**src/rtl/reset_seq_pkg.sv**
```systemverilog
`default_nettype none
// ============================================================================
//  Module      : reset_seq_pkg
//  Description : Shared types and constants for the staged peripheral reset
//                sequencer (state encoding, CSR bit positions, defaults).
//  Revision    : 1.0 - initial release
// ============================================================================
package reset_seq_pkg;

    // Sequencer states
    typedef enum logic [1:0] {
        ST_IDLE  = 2'd0,
        ST_COUNT = 2'd1,
        ST_DONE  = 2'd2
    } state_t;

    // CSR bit positions
    localparam int CTRL_RESTART = 7;   // write 1 here to (re)start the sequence
    localparam int STAT_DONE    = 7;   // read-back of the done flag

    // Bus and counter widths
    localparam int c_csr_aw     = 5;
    localparam int c_csr_dw     = 8;
    localparam int c_cnt_w      = 8;
    localparam int c_idx_w      = 3;   // enough for up to 7 stages
    localparam int c_max_stages = 7;

    // Defaults
    localparam logic [c_cnt_w-1:0]  DEFAULT_STAGE_DELAY = 8'd33;  // ~1 ms at 32 kHz
    localparam logic [c_csr_aw-1:0] DEFAULT_BASE_ADDR   = 5'h1d;

    // A programmed delay of zero behaves as one tick
    function automatic logic [c_cnt_w-1:0] eff_delay(input logic [c_cnt_w-1:0] d);
        return (d == '0) ? c_cnt_w'(1) : d;
    endfunction

endpackage
`default_nettype wire

```
**src/rtl/reset_seq_if.sv**
```systemverilog
`default_nettype none
// ============================================================================
//  Module      : reset_seq_if
//  Description : CSR bus bundle for the reset sequencer status/control
//                register (address, write data, write strobe, read data).
//  Revision    : 1.0 - initial release
// ============================================================================
interface reset_seq_if;
    import reset_seq_pkg::*;

    logic [c_csr_aw-1:0] csr_a;
    logic [c_csr_dw-1:0] csr_di;
    logic                csr_we;
    logic [c_csr_dw-1:0] csr_do;

    // Bus master drives address/data/strobe and samples read data
    modport master (
        output csr_a,
        output csr_di,
        output csr_we,
        input  csr_do
    );

    // The sequencer decodes the bus and returns read data
    modport slave (
        input  csr_a,
        input  csr_di,
        input  csr_we,
        output csr_do
    );

endinterface
`default_nettype wire

```
**src/rtl/reset_seq.sv**
```systemverilog
`default_nettype none
// ============================================================================
//  Module      : reset_seq
//  Description : Staged peripheral reset sequencer. After a restart (start
//                pulse or CSR write with bit 7 set) it releases the reset
//                lines one by one, STAGE_DELAY ce ticks apart. Released
//                stages follow their hold input live; unreleased stages stay
//                asserted. Status is readable at BASE_ADDR.
//  Revision    : 1.0 - initial release
// ============================================================================
module reset_seq
    import reset_seq_pkg::*;
#(
    parameter logic [c_csr_aw-1:0] BASE_ADDR   = DEFAULT_BASE_ADDR,
    parameter int                  NUM_STAGES  = 4,
    parameter logic [c_cnt_w-1:0]  STAGE_DELAY = DEFAULT_STAGE_DELAY
) (
    input  wire logic                  clk,
    input  wire logic                  rst_n,
    input  wire logic                  ce,
    input  wire logic                  start,
    input  wire logic [NUM_STAGES-1:0] hold,
    reset_seq_if.slave                 csr,
    output logic      [NUM_STAGES-1:0] rst_out,
    output logic                       done
);

    // Terminal count of the inter-stage delay and index of the last stage
    localparam logic [c_cnt_w-1:0] c_last_cnt = eff_delay(STAGE_DELAY) - c_cnt_w'(1);
    localparam logic [c_idx_w-1:0] c_last_idx = c_idx_w'(NUM_STAGES - 1);

    state_t                  r_state;
    state_t                  w_state_nxt;
    logic [c_idx_w-1:0]      r_idx;
    logic [c_idx_w-1:0]      w_idx_nxt;
    logic [c_cnt_w-1:0]      r_cnt;
    logic [c_cnt_w-1:0]      w_cnt_nxt;
    logic [NUM_STAGES-1:0]   r_rel;       // stages whose slot has passed
    logic [NUM_STAGES-1:0]   w_rel_nxt;
    logic [NUM_STAGES-1:0]   r_rst_out;
    logic [NUM_STAGES-1:0]   w_rst_nxt;
    logic                    r_done;
    logic                    w_done_nxt;
    logic                    w_addr_hit;
    logic                    w_restart;
    logic [c_csr_dw-1:0]     w_csr_do;
    logic                    w_unused_di;

    // Only the restart bit of the write data carries meaning
    assign w_unused_di = ^csr.csr_di[c_csr_dw-2:0];

    // Address decode and the merged restart request (start and CSR collapse to one)
    assign w_addr_hit = (csr.csr_a == BASE_ADDR);
    assign w_restart  = start | (csr.csr_we & w_addr_hit & csr.csr_di[CTRL_RESTART]);

    // Next-state logic: restart wins over any release due in the same cycle
    always_comb begin
        w_state_nxt = r_state;
        w_idx_nxt   = r_idx;
        w_cnt_nxt   = r_cnt;
        w_rel_nxt   = r_rel;
        if (w_restart) begin
            w_state_nxt = ST_COUNT;
            w_idx_nxt   = '0;
            w_cnt_nxt   = '0;
            w_rel_nxt   = '0;
        end else begin
            unique case (r_state)
                ST_IDLE: begin
                    w_rel_nxt = '0;
                end
                ST_COUNT: begin
                    if (ce) begin
                        if (r_cnt == c_last_cnt) begin
                            w_cnt_nxt = '0;
                            for (int i = 0; i < NUM_STAGES; i++) begin
                                if (r_idx == c_idx_w'(i)) begin
                                    w_rel_nxt[i] = 1'b1;
                                end
                            end
                            if (r_idx == c_last_idx) begin
                                w_state_nxt = ST_DONE;
                            end else begin
                                w_idx_nxt = r_idx + c_idx_w'(1);
                            end
                        end else begin
                            w_cnt_nxt = r_cnt + c_cnt_w'(1);
                        end
                    end
                end
                ST_DONE: begin
                    w_rel_nxt = r_rel;
                end
                default: begin
                    w_state_nxt = ST_IDLE;
                    w_rel_nxt   = '0;
                end
            endcase
        end
    end

    // Released stages mirror hold; the rest stay in reset
    generate
        for (genvar g = 0; g < NUM_STAGES; g++) begin : g_stage
            assign w_rst_nxt[g] = w_rel_nxt[g] ? hold[g] : 1'b1;
        end
    endgenerate

    assign w_done_nxt = (w_state_nxt == ST_DONE);

    // State, counter and registered outputs
    always_ff @(posedge clk or negedge rst_n) begin
        if (!rst_n) begin
            r_state   <= ST_IDLE;
            r_idx     <= '0;
            r_cnt     <= '0;
            r_rel     <= '0;
            r_rst_out <= '1;
            r_done    <= 1'b0;
        end else begin
            r_state   <= w_state_nxt;
            r_idx     <= w_idx_nxt;
            r_cnt     <= w_cnt_nxt;
            r_rel     <= w_rel_nxt;
            r_rst_out <= w_rst_nxt;
            r_done    <= w_done_nxt;
        end
    end

    // Combinational status read: {done, zero pad, rst_out}
    always_comb begin
        w_csr_do = '0;
        if (w_addr_hit) begin
            w_csr_do[STAT_DONE]         = r_done;
            w_csr_do[NUM_STAGES-1:0]    = r_rst_out;
        end
    end

    assign csr.csr_do = w_csr_do;
    assign rst_out    = r_rst_out;
    assign done       = r_done;

endmodule
`default_nettype wire

```
**src/flat_wrapper.sv**
```systemverilog
// flat-port wrapper written by rule: the top's interface ports become plain ports
module reset_seq_flat import reset_seq_pkg::*;
#(
    parameter logic [c_csr_aw-1:0] BASE_ADDR   = DEFAULT_BASE_ADDR,
    parameter int                  NUM_STAGES  = 4,
    parameter logic [c_cnt_w-1:0]  STAGE_DELAY = DEFAULT_STAGE_DELAY
)
  (clk, rst_n, ce, start, hold, rst_out, done, csr_csr_a, csr_csr_di, csr_csr_we, csr_csr_do);
  reset_seq_if csr_i ();
  input  wire logic clk;
  input  wire logic rst_n;
  input  wire logic ce;
  input  wire logic start;
  input  wire logic [NUM_STAGES-1:0] hold;
  output logic      [NUM_STAGES-1:0] rst_out;
  output logic done;
  input wire logic [$bits(csr_i.csr_a)-1:0] csr_csr_a;
  input wire logic [$bits(csr_i.csr_di)-1:0] csr_csr_di;
  input wire logic [$bits(csr_i.csr_we)-1:0] csr_csr_we;
  output wire logic [$bits(csr_i.csr_do)-1:0] csr_csr_do;
  assign csr_i.csr_a = csr_csr_a;
  assign csr_i.csr_di = csr_csr_di;
  assign csr_i.csr_we = csr_csr_we;
  assign csr_csr_do = csr_i.csr_do;
  reset_seq #(.BASE_ADDR(BASE_ADDR), .NUM_STAGES(NUM_STAGES), .STAGE_DELAY(STAGE_DELAY)) u_core (.clk(clk), .rst_n(rst_n), .ce(ce), .start(start), .hold(hold), .csr(csr_i), .rst_out(rst_out), .done(done));
endmodule
```
**config.mk**
```make
export PLATFORM = sky130hd
export DESIGN_NAME = reset_seq_flat
export DESIGN_NICKNAME = d
export VERILOG_FILES = /design/src/rtl/reset_seq_pkg.sv /design/src/rtl/reset_seq_if.sv /design/src/rtl/reset_seq.sv /design/src/flat_wrapper.sv
export SDC_FILE = /design/constraint.sdc
export NUM_CORES = 1
export LEC_CHECK = 0
export BUFFER_PORTS_ARGS = -buffer_cell sky130_fd_sc_hd__buf_4
export CORE_MARGIN = 5
export CORE_UTILIZATION = 55
export CTS_CLUSTER_SIZE = 24
export DETAILED_ROUTE_END_ITERATION = 8
export PLACE_DENSITY = 0.84
export SYNTH_ARGS = -nofsm -noshare
export SYNTH_HDL_FRONTEND = slang
export SYNTH_SLANG_ARGS = --single-unit
```
**constraint.sdc**
```tcl
create_clock -name clk -period 2.9 [get_ports clk]
set_clock_uncertainty 0.15 [all_clocks]
set_input_delay 0.58 -clock clk [delete_from_list [all_inputs] [get_ports clk]]
set_output_delay 0.58 -clock clk [all_outputs]
set_load 0.02 [all_outputs]
```
* Yosys cells after proc, flatten, opt, wreduce, memory -nomap -nowiden
Index checks and enable logic that the tools add are counted.
Widths: inputs -> output; s select.
** Storage, ports and cells
- Bits in registers :: 22
- Word-level logic and storage cells :: 56
** Cells by class
- $add $sub $neg :: 2
- Eq/ne operators :: 9
- Multiplexer cells :: 28
- Bitwise operators :: 3
- Reductions and logical operators :: 8
** Operators with widths (count)
- $mux 8 :: 4
- $mux 4 :: 4
- $mux 3 :: 5
- $mux 1 :: 9
- $add 8x1->8 const B :: 1
- $eq 8x6->1 const B :: 1
- $mux 2 :: 4
- $pmux 4 s2 :: 1
- $eq 3x2->1 const B :: 2
- $reduce_bool 2->1 :: 3
- $eq 5x5->1 const B :: 1
- $eq 2x2->1 const B :: 2
- $pmux 2 s2 :: 1
- $reduce_and 4->1 :: 1
- $add 3x1->3 const B :: 1
- $eq 3x1->1 const B :: 1
- $logic_not 3->1 :: 1
- $and 1x1->1 :: 2
- $eq 2x1->1 const B :: 1
- $logic_not 2->1 :: 1
- $ne 2x1->1 const B :: 1
- $reduce_and 2->1 :: 1
- $reduce_or 2->1 :: 1
- $or 1x1->1 :: 1

* Longest topological paths before layout
- Word-level depth :: 7
- Gate-level depth with buffers :: 7
- Mapped depth without buffers :: 6

* Worst setup path before layout
No wires, ideal clock.
- Path type :: input -> output
- Start point :: in csr_csr_a[1]
- End point :: out csr_csr_do[0]
- Arrival time :: 1.155 ns
- Required time :: 2.170 ns
- Path slack :: 1.015 ns
- Stages on the path :: 3
- Path buffers :: 0
- Path through :: nand3b_1 -> nor2_1 -> and2_1
** On the way
- Cells in the longest elaborated chain, start to end :: 2
** Ends and longest elaborated chain
- from (decl) :: line flat_wrapper.sv:17 : input wire logic [$bits(csr_i.csr_a)-1:0] csr_csr_a;
- $eq 5x5->1 :: line reset_seq.sv:53 : assign w_addr_hit = (csr.csr_a == BASE_ADDR);
- $mux 4 :: line reset_seq.sv:133 : if (w_addr_hit) begin
- to (decl) :: line flat_wrapper.sv:20 : output wire logic [$bits(csr_i.csr_do)-1:0] csr_csr_do;
Every way passes these cells.

* Worst setup path after layout
- Start point :: reg u_core.r_state[1]
- End point :: reg u_core.r_rst_out[3] (netlist: u_core.rst_out[3])
** On the way
- Cells in the longest elaborated chain, start to end :: 4
- Elaborated cells on any way between the ends :: 5
- Classes of those cells :: eq/ne: 2; mux: 3
** Ends and longest elaborated chain
- from (decl) :: line reset_seq.sv:32 : state_t r_state;
- from (signal assigned) :: line reset_seq.sv:121 : r_state <= w_state_nxt;
- $eq 2x2->1 or $eq 2x1->1 (tied branches) :: line reset_seq.sv:68 : unique case (r_state)
- $pmux 4 s2 (*) :: line reset_seq.sv:68
- $mux 4 (*) :: line reset_seq.sv:62 : if (w_restart) begin
- $mux 1 (*) :: line reset_seq.sv:105 : assign w_rst_nxt[g] = w_rel_nxt[g] ? hold[g] : 1'b1;
- net u_core.w_rst_nxt[3] :: line reset_seq.sv:41 : logic [NUM_STAGES-1:0] w_rst_nxt;
- to (signal assigned) :: line reset_seq.sv:125 : r_rst_out <= w_rst_nxt;
- to (decl) :: line reset_seq.sv:40 : logic [NUM_STAGES-1:0] r_rst_out;
The timed path passes the listed nets; every way through them passes the cells marked *.
A chain may end at the register's enable or synchronous reset.

==> reports/results.tsv <==
stage	metric	value	unit
logic_synthesis	Post-synth EDFFs	0	
pwr	LEAKAGE	0.6841	nW
placed_design	routability cong.	0.8001	
timing	hold_ws	0.3173	ns
clock_tree	number of clock sinks	22	
clock_tree	clock tree buffer depth	2	
timing	RSZ-0062 raised after global routing	false	
logic_synthesis	synth top area cells	dfrtp_1, ha_1, dfstp_2	
setup_path	CP Capture Type	register	
setup_path	Setup Crit Path Kind	register to register	
pwr	sw power	0.1376	mW
pwr	combinational fraction of design power	13.8	%
clock_tree	Post CTS Setup Buffer Count	0	
grt	antenna violations before repair	0	
setup_path	critical path data required time	2.98	ns
pwr	Seq pwr share	59.5	%
logic_synthesis	yosys warns	0	
pwr	internal cell power	0.3945	mW
grt	first-pass GRT wire length	4.284	mm
final_layout	fin nets	191	
die	row count	17	
min_path	Hold/Removal Path Class	input port to register	
timing	upper clock frequency limit	449.8	MHz
pwr	Peak VDD IR	0.3661	mV
pwr	clock power share	26.7	%
clock_tree	htree depth	1	
final_layout	Fillers	182	
final_layout	Non-Filler Cell Area, Final	1505	um^2
final_layout	antenna diode count	0	
setup_path	Bufs and invs on worst path	1	
routing	Residual DRC	0	
placed_design	PortBufs	24	
clock_tree	Worst-Skew Late Latency	0.30	ns
min_path	hold depth	2	
setup_path	Crit path arrival time	2.30	ns
pwr	Power Dens Cells	353.5	nW/um^2
die	Die ar.	3392	um^2
routing	WL final	2.503	mm
logic_synthesis	Mapped Area	1280	um^2
logic_synthesis	FF+latch count, synth	22	
grt	vias in the first global route	970	
final_layout	layout cells sized above 1	23.57	%
timing	setup TNS	0	ns
routing	Wirelength per Cell	13.53	um
timing	Tmin final	2.223	ns
placed_design	Placed Area	1469	um^2
routing	drt pass-1 iters	4	
routing	Post-DRT Antenna Nets	0	
logic_synthesis	Seq/Total Area, Yosys	43.40	%
final_layout	Layout area overhead	17.59	%
logic_synthesis	Unique masters post-synth	35	
setup_path	cells along the critical path	inv_1 -> ha_1 -> and2_1 -> nand4_1 -> nor2b_1 -> or4_1	
timing	Slew Limit Fails	0	
logic_synthesis	largest area contributor in the netlist	dfrtp_1	
setup_path	r2r worst-path depth	6	
grt	largest net degree at the start of global routing	23	
timing	Final setup viols	0	
routing	DRT iter0 DRCs	34	
pwr	switch share	25.86	%
placed_design	Final HPWL DP	1.968	mm
run	max-cap violations	0	
setup_path	Critical Path Slowest Stage Cell	dfrtp_1	
clock_tree	Root Driver	clkbuf_4	
setup_path	peak per-stage delay on the critical path	0.42	ns
die	Initial Utilization	57.86	%
timing	Hold Fails Final Rpt	0	
routing	Vias	1003	
logic_synthesis	asr flop ratio synth	100.0	%
logic_synthesis	Post-Synthesis Cells	132	
grt	GRT Total Usage	16.10	%
logic_synthesis	synthesized area per cell	9.697	um^2
setup_path	crit-path leading delay family	simple AND/OR/NAND/NOR gates	
clock_tree	TritonCTS clock tree	done	
die	Core Footprint	2212	um^2
grt	gr ovfl total	0	
die	chip height	58.24	um
setup_path	Crit Path Max Fanout	12	
routing	post-DR vias/cell	5.422	
die	Die X	58.24	um
setup_path	crit start category	register	
die	# IOs	35	
clock_tree	Clock transition at path regs	0.12	ns
logic_synthesis	top_reg_cell synth	dfrtp_1	
outcome	status	finished, final reports clean	
logic_synthesis	top-area cell type share of the netlist area	35.19	%
setup_path	critical path depth	6	
clock_tree	clock buffer count from CTS	3	
timing	fin crit share	76.66	%
## state kept, by name, summed over array words and instances (netlist names)
| signal | flops |
|---|---|
| u_core.done | 1 |
| u_core.r_rel | 4 |
| u_core.r_cnt | 8 |
| u_core.r_state | 2 |
| u_core.rst_out | 4 |
| u_core.r_idx | 3 |
## kinds of logic after synthesis
logic type	after synthesis	share of synthesized area, %
AND/OR/NAND/NOR	58	26.78
flip-flops	22	43.40
AO/OA/AOI/OAI	17	7.820
buffers and inverters	16	5.864
adder cells (fa/ha/maj)	11	10.75
XOR/XNOR	5	3.421
multiplexers	2	1.662
other	1	0.2930
## Yosys cell counts, types with 2 or more instances
| library cell | number |
|---|---|
| dfrtp_1 | 18 |
| and2_1 | 6 |
| ha_1 | 11 |
| buf_4 | 3 |
| nor2_1 | 12 |
| nor3_1 | 5 |
| or4_1 | 2 |
| nand2_1 | 6 |
| dfstp_2 | 4 |
| inv_1 | 9 |
| xor2_1 | 4 |
| a21oi_1 | 6 |
| nor2b_1 | 4 |
| nand3_1 | 5 |
| buf_2 | 2 |
| a21o_1 | 2 |
| o21ai_0 | 6 |
| nand4_1 | 8 |
| nand2b_1 | 3 |
## area by class of cell
type / instances / area, um^2 / share of cell area, %
clock buffer: 4 / 26.28 / 1.746
multi-input combinational: 96 / 656.9 / 43.64
timing repair buffer: 26 / 197.7 / 13.13
inverter: 9 / 33.78 / 2.244
sequential: 22 / 555.5 / 36.91
tap: 28 / 35.03 / 2.328
## metal layers
layer | track usage, % | vias up | wire length (um)
met1 | 19.86 | 481 | 1075
met4 | 6.954 | 0 | 17
met5 | 0 | - | 0
li1 | - | 496 | -
met2 | 27.90 | 24 | 1276
met3 | 2.227 | 2 | 134
## per-stage QoR
| stage | worst slack, ns | util (%) | std cells | power, mW |
|---|---|---|---|---|
| final | 0.6769 | 68.04 | 185 | 0.5321 |
| after global routing | 0.5862 | 68.04 | 185 | 0.5615 |
| after CTS | 0.6952 | 68.04 | 185 | 0.5346 |
| after detailed placement | 0.7393 | 66.40 | 180 | 0.3941 |
| after global placement | 0.7718 | 66.40 | 180 | 0.3913 |
| after floorplan | 1.015 | - | 134 | 0.3647 |
## layout by cell type (no fill, tap or decap), types with 2 or more instances in the layout
cell type  instances
nand3_1            5
inv_1              9
dfstp_2            4
dfrtp_1           18
a21oi_1            6
or4_1              2
nor3_1             5
nand4_1            8
nor2_1            12
xor2_1             4
conb_1             3
o21ai_0            6
nand2_1            6
nor2b_1            4
nand2b_1           3
a21o_1             2
and2_1             6
buf_4             25
clkbuf_4           3
ha_1              11
## power by group through the flow
stage	logic, mW	clock network (mW)	registers (mW)
floorplan	0.0444	0	0.320
global placement	0.0698	0	0.322
detailed placement	0.0720	0	0.322
CTS	0.0740	0.144	0.316
global route	0.0822	0.162	0.317
finish	0.0736	0.142	0.316
## final timing paths
path                                         from           endpoint  slack (ns)
worst min-delay path                      hold[1]  u_core.rst_out[1]        0.32
min in group asynchronous                   rst_n    u_core.r_cnt[1]        0.54
worst max register to register  u_core.r_state[1]  u_core.rst_out[3]        0.68
worst min register to register    u_core.r_rel[3]    u_core.r_rel[3]        0.41
max in group asynchronous                   rst_n  u_core.rst_out[0]        1.79
worst max-delay path            u_core.r_state[1]  u_core.rst_out[3]        0.68
## what timing repair did
| item | CTS | global route |
|---|---|---|
| endpoints found under the hold margin | 18 | 0 |
| hold buffers | 1 | 0 |
| resized for setup | 0 | 0 |
Note: power is estimated with default switching activity, not from simulation.
